**src/rtl/menu_pkg.sv**
```systemverilog
// rtl/menu_pkg.sv - shared state encoding and button indices for the menu controller
package menu_pkg;

   typedef enum logic [1:0] {
      ST_TITLE    = 2'b00,
      ST_GAME     = 2'b01,
      ST_CTRL_SEL = 2'b10,
      ST_CAR_SEL  = 2'b11
   } menu_state_t;

   localparam int N_BTNS = 4;
   localparam int BTN_R  = 0;
   localparam int BTN_L  = 1;
   localparam int BTN_D  = 2;
   localparam int BTN_U  = 3;

endpackage

```
**src/rtl/btn_edge.sv**
```systemverilog
// rtl/btn_edge.sv - rising-edge press detector; one pulse per button press
module btn_edge #(
   parameter int W = 4
) (
   input  logic         pclk,
   input  logic         rst,
   input  logic [W-1:0] btn,
   output logic [W-1:0] press
);

   logic [W-1:0] btn_q;

   always_ff @(posedge pclk) begin
      if (rst) begin
         btn_q <= '0;
      end else begin
         btn_q <= btn;
      end
   end

   assign press = btn & ~btn_q;

endmodule

```
**src/rtl/menu_nav_fsm.sv**
```systemverilog
// rtl/menu_nav_fsm.sv - title/car/control/game menu sequencer with arrow cursor
// Optional back navigation on btnD when MENU_BACK_EN is defined.
module menu_nav_fsm
   import menu_pkg::*;
#(
   parameter int N_CARS       = 4,
   parameter int N_CTRLS      = 2,
   parameter int POS_W        = 12,
   parameter int ARROW_X0     = 208,
   parameter int ARROW_DX     = 192,
   parameter int CAR_ARROW_Y  = 480,
   parameter int CTRL_ARROW_Y = 576
) (
   input  logic                       pclk,
   input  logic                       rst,
   input  logic                       btnU,
   input  logic                       btnD,
   input  logic                       btnL,
   input  logic                       btnR,
   output logic                       title_visible,
   output logic                       car_sel_visible,
   output logic                       ctrl_sel_visible,
   output logic                       game_visible,
   output logic                       arrow_visible,
   output logic [POS_W-1:0]           arrow_xpos,
   output logic [POS_W-1:0]           arrow_ypos,
   output logic [$clog2(N_CARS)-1:0]  car,
   output logic [$clog2(N_CTRLS)-1:0] control,
   output logic                       lap_timer_start
);

   localparam int CAR_W  = $clog2(N_CARS);
   localparam int CTRL_W = $clog2(N_CTRLS);
   localparam logic [CAR_W-1:0]  CAR_MAX  = CAR_W'(N_CARS - 1);
   localparam logic [CAR_W-1:0]  CAR_ONE  = CAR_W'(1);
   localparam logic [CTRL_W-1:0] CTRL_MAX = CTRL_W'(N_CTRLS - 1);
   localparam logic [CTRL_W-1:0] CTRL_ONE = CTRL_W'(1);

   function automatic logic [POS_W-1:0] arrow_x(input int idx);
      return POS_W'(ARROW_X0 + idx * ARROW_DX);
   endfunction

   logic [N_BTNS-1:0] btn_vec;
   logic [N_BTNS-1:0] press;
   logic go_u, go_d, go_l, go_r;

   menu_state_t       state, nxt_state;
   logic [CAR_W-1:0]  car_cur, nxt_car_cur, nxt_car;
   logic [CTRL_W-1:0] ctrl_cur, nxt_ctrl_cur, nxt_control;
   logic              lap_go;

`ifdef MENU_BACK_EN
   assign btn_vec = {btnU, btnD, btnL, btnR};
   assign go_d    = press[BTN_D] & ~press[BTN_U];
`else
   // btnD is tied off so its edge flop and back paths fold away
   logic unused_btn_d;
   assign unused_btn_d = btnD;
   assign btn_vec      = {btnU, 1'b0, btnL, btnR};
   assign go_d         = 1'b0;
`endif

   btn_edge #(.W(N_BTNS)) u_btn_edge (
      .pclk  (pclk),
      .rst   (rst),
      .btn   (btn_vec),
      .press (press)
   );

   // Priority U > D > L > R: only one winner acts per cycle
   assign go_u = press[BTN_U];
   assign go_l = press[BTN_L] & ~go_u & ~go_d;
   assign go_r = press[BTN_R] & ~go_u & ~go_d & ~press[BTN_L];

   always_comb begin
      nxt_state    = state;
      nxt_car_cur  = car_cur;
      nxt_ctrl_cur = ctrl_cur;
      nxt_car      = car;
      nxt_control  = control;
      lap_go       = 1'b0;
      case (state)
         ST_TITLE: begin
            if (go_u) begin
               nxt_state   = ST_CAR_SEL;
               nxt_car_cur = '0;
            end
         end
         ST_CAR_SEL: begin
            if (go_u) begin
               nxt_car      = car_cur;
               nxt_state    = ST_CTRL_SEL;
               nxt_ctrl_cur = '0;
            end else if (go_d) begin
               nxt_state = ST_TITLE;
            end else if (go_l) begin
               nxt_car_cur = (car_cur == '0) ? CAR_MAX : car_cur - CAR_ONE;
            end else if (go_r) begin
               nxt_car_cur = (car_cur == CAR_MAX) ? '0 : car_cur + CAR_ONE;
            end
         end
         ST_CTRL_SEL: begin
            if (go_u) begin
               nxt_control = ctrl_cur;
               nxt_state   = ST_GAME;
               lap_go      = 1'b1;
            end else if (go_d) begin
               nxt_state   = ST_CAR_SEL;
               nxt_car_cur = car;
            end else if (go_l) begin
               nxt_ctrl_cur = (ctrl_cur == '0) ? CTRL_MAX : ctrl_cur - CTRL_ONE;
            end else if (go_r) begin
               nxt_ctrl_cur = (ctrl_cur == CTRL_MAX) ? '0 : ctrl_cur + CTRL_ONE;
            end
         end
         ST_GAME: begin
            if (go_u) begin
               nxt_state = ST_TITLE;
            end else if (go_d) begin
               nxt_state = ST_CTRL_SEL;
            end
         end
         default: nxt_state = ST_TITLE;
      endcase
   end

   always_ff @(posedge pclk) begin
      if (rst) begin
         state            <= ST_TITLE;
         car_cur          <= '0;
         ctrl_cur         <= '0;
         car              <= '0;
         control          <= '0;
         title_visible    <= 1'b1;
         car_sel_visible  <= 1'b0;
         ctrl_sel_visible <= 1'b0;
         game_visible     <= 1'b0;
         arrow_visible    <= 1'b0;
         arrow_xpos       <= POS_W'(ARROW_X0);
         arrow_ypos       <= '0;
         lap_timer_start  <= 1'b0;
      end else begin
         state            <= nxt_state;
         car_cur          <= nxt_car_cur;
         ctrl_cur         <= nxt_ctrl_cur;
         car              <= nxt_car;
         control          <= nxt_control;
         title_visible    <= (nxt_state == ST_TITLE);
         car_sel_visible  <= (nxt_state == ST_CAR_SEL);
         ctrl_sel_visible <= (nxt_state == ST_CTRL_SEL);
         game_visible     <= (nxt_state == ST_GAME);
         arrow_visible    <= (nxt_state == ST_CAR_SEL) || (nxt_state == ST_CTRL_SEL);
         lap_timer_start  <= lap_go;
         // Arrow tracks the active screen's cursor and holds on title/game
         if (nxt_state == ST_CAR_SEL) begin
            arrow_xpos <= arrow_x(int'(nxt_car_cur));
            arrow_ypos <= POS_W'(CAR_ARROW_Y);
         end else if (nxt_state == ST_CTRL_SEL) begin
            arrow_xpos <= arrow_x(int'(nxt_ctrl_cur));
            arrow_ypos <= POS_W'(CTRL_ARROW_Y);
         end
      end
   end

endmodule

```
**config.mk**
```make
export PLATFORM = sky130hd
export DESIGN_NAME = menu_nav_fsm
export DESIGN_NICKNAME = d
export VERILOG_FILES = /design/src/rtl/menu_pkg.sv /design/src/rtl/btn_edge.sv /design/src/rtl/menu_nav_fsm.sv
export SDC_FILE = /design/constraint.sdc
export NUM_CORES = 1
export LEC_CHECK = 0
export ABC_AREA = 1
export CORE_MARGIN = 10
export CORE_UTILIZATION = 46
export CTS_CLUSTER_DIAMETER = 200
export DETAILED_ROUTE_END_ITERATION = 7
export PLACE_DENSITY = 0.87
export RECOVER_POWER = 100
export REMOVE_ABC_BUFFERS = 1
export SYNTH_ARGS = -nofsm -noshare
export SYNTH_HDL_FRONTEND = slang
export SYNTH_SLANG_ARGS = --single-unit
```
**constraint.sdc**
```tcl
create_clock -name pclk -period 2.2 [get_ports pclk]
set_input_delay 0.33 -clock pclk [delete_from_list [all_inputs] [get_ports pclk]]
set_output_delay 0.33 -clock pclk [all_outputs]
set_load 0.01 [all_outputs]
```
==> results.tsv <==
metric	value	unit
slowest CP cell	dfxtp_1	
Rows	19	
min Tclk post-route	1.987	ns
Clock transition at path regs	0.13	ns
Critical Path RT	2.43	ns
max cap viols	0	
Synth-to-Final Area Change	20.15	%
Leak	0.0008099	µW
IO Port Bufs	23	
Buf/Inv on CP	4	
syn avg cell area	7.677	µm²
Yosys reg bits	24	
Multi-input gate area	620.6	µm²
CTS Sinks	24	
RSZ-0062 raised after global routing	false	
commonest non-fill, non-tap cell in the layout	nand2_1	
CTS Buffer Depth	2	
gr ovfl total	0	
vias in the first global route	1067	
cts repair resizes	0	
First DRT Iteration DRCs	30	
root buffer cell	clkbuf_4	
Worst path max stage delay	0.38	ns
crit-path max FO	4	
Final ANT Viol Nets	0	
clk_lat worst skew	0.31	ns
CTS tree	built	
Seq. cell area	480.5	µm²
measured slew at the worst slew-check pin	0.6431	ns
DP HPWL	2113	µm
GRT Total Usage	10.36	%
die footprint	5345	µm²
Placed Instances	224	
most frequent cells in the layout	nand2_1 (32), dfxtp_1 (24), inv_1 (21)	
Tcrit/Tclk final	90.33	%
first-pass GRT wire length	4554	µm
total number of vias	1072	
Synth cell types	29	
CP Capture Type	flip-flop	
antenna violations before repair	0	
Slew Viols, Final	0	
width of the chip	73.11	µm
Min-Delay Path Class	flip-flop to flip-flop	
Routed WL	2685	µm
fill cell count	265	
Yosys Warn Count	0	
Final Net Count	213	
die height	73.11	µm
drt wl/cell	11.78	µm
WP data arrival	2.22	ns
Pwr Density	833.5	nW/µm²
H-tree depth	1	
sequential area share after synthesis	37.03	%
post-CTS setup buffer count	0	
Post-Layout Cell Count	228	
CP top delay family	simple AND/OR/NAND/NOR gates	
Power, Total	1299	µW
largest net degree at the start of global routing	15	
Syn Inst Count	169	
routability cong.	0.8590	
Post-Route Skew	0.0006919	ns
CP Launch Type	flip-flop	
CP cell instances	inv_1, ha_1, inv_1, nand3_1, nor2_2, nand3_2, nand2_2, inv_2, ha_1, nand3_1, nand3_1, nand2_1, inv_1	
hold bufs inserted after CTS	0	
DRC viols	0	
share of cells above drive strength 1	12.18	%
Final Hold Vio Count	0	
Vias/cell	4.702	
final setup vio count	0	
initial core utilization	47.46	%
CTS Buf Count	3	
kind of critical path	flip-flop to flip-flop	
ANT cells	0	
synthesized area	1297	µm²
outcome	finished clean	
Peak VDD IR	0.5736	mV
Max-Slew Margin vs Limit	57.13	%
core box area	2734	µm²
total I/O pin count	39	
Max Fclk	503.2	MHz
drt pass-1 iters	4	
==> worst register-to-register path, delay by kind of cell (launching register included) <==
family / cells / cell delay [ns]
and+or+nand+nor: 7 / 0.67
DFF: 1 / 0.38
adders and majority gates: 2 / 0.60
buffers and inverters: 4 / 0.27
==> sequential cells by signal, indices dropped and copies added, names as in the netlist, 2 cells and up <==
register          cells
arrow_xpos            5
arrow_ypos            3
u_btn_edge.btn_q      3
car                   2
car_cur               2
==> layer usage <==
layer	global-route usage [%]	vias up	part of all wire (%)
met5	0	-	0
li1	-	552	-
met4	4.641	0	2.7
met2	17.77	29	47
met1	11.15	482	43
met3	3.537	9	6.9
==> synth_stat cells <==
cell,instances,area share (%)
o21ai_2,1,0.68
conb_1,2,0.58
ha_1,9,8.7
nand2_1,29,8.4
nand4_1,5,2.4
nand2_2,7,3.4
xnor2_1,1,0.68
or2_1,1,0.48
nor2_4,1,0.87
o211ai_2,1,0.96
clkinv_2,1,0.39
nand3b_1,1,0.58
nor3_1,1,0.39
o22ai_1,1,0.48
nand3_2,3,2.3
o21ai_0,4,1.5
buf_4,16,9.3
o31ai_1,1,0.58
a21oi_1,5,1.9
inv_1,20,5.8
nor2_2,2,0.96
buf_6,1,0.87
nand3_1,8,3.1
clkbuf_1,1,0.29
nor2_1,17,4.9
dfxtp_1,24,37
inv_2,3,0.87
nand2_4,1,0.87
o21ai_1,2,0.77
==> cell type report <==
cell class | count | share of cell area, %
inverter | 24 | 5.859
tap | 31 | 2.488
sequential | 24 | 30.82
clock buffer | 3 | 1.445
clock inverter | 1 | 1.926
multi-input combinational | 115 | 39.81
timing repair buffer | 30 | 17.66
==> through the flow <==
stage	setup WS, ns	utilization, %	setup TNS (ns)	hold WS [ns]	instance area, µm²
after detailed placement	-0.01926	55.93	-0.02165	0.4458	1529
final	0.2128	57.03	0	0.4620	1559
after global placement	0.006088	55.93	0	0.4416	1529
after global routing	0.01276	57.03	0	0.4994	1559
after floorplan	0.2452	-	0	0.3991	1207
after CTS	0.2194	57.85	0	0.4649	1582
==> final timing paths <==
check	cells after the start	start	end	slack, ns
setup reg to reg	13	state[0]	arrow_xpos[7]	0.21
setup / recovery	13	state[0]	arrow_xpos[7]	0.21
hold / removal	2	arrow_xpos[10]	arrow_xpos[10]	0.46
hold reg to reg	2	arrow_xpos[10]	arrow_xpos[10]	0.46
==> cell families (layout without fill, tap and decap cells) <==
group,count (synthesis),after routing,synth area share (%)
and+or+nand+nor,76,76,28.64
buffers and inverters,42,58,17.45
DFF,24,24,37.03
AOI/OAI and AO/OA,15,15,6.943
adders and majority gates,9,9,8.679
other,2,14,0.5788
xor gates and xnor gates,1,1,0.6751
==> report_power, final <==
| group | leakage [µW] | switching, µW | internal [µW] |
|---|---|---|---|
| combinational | 0.000585 | 274 | 181 |
| sequential | 0.000197 | 28.9 | 499 |
| clock | 0.0000279 | 133 | 184 |
| total | 0.000810 | 435 | 864 |
Note: power is estimated with default switching activity, not from simulation.
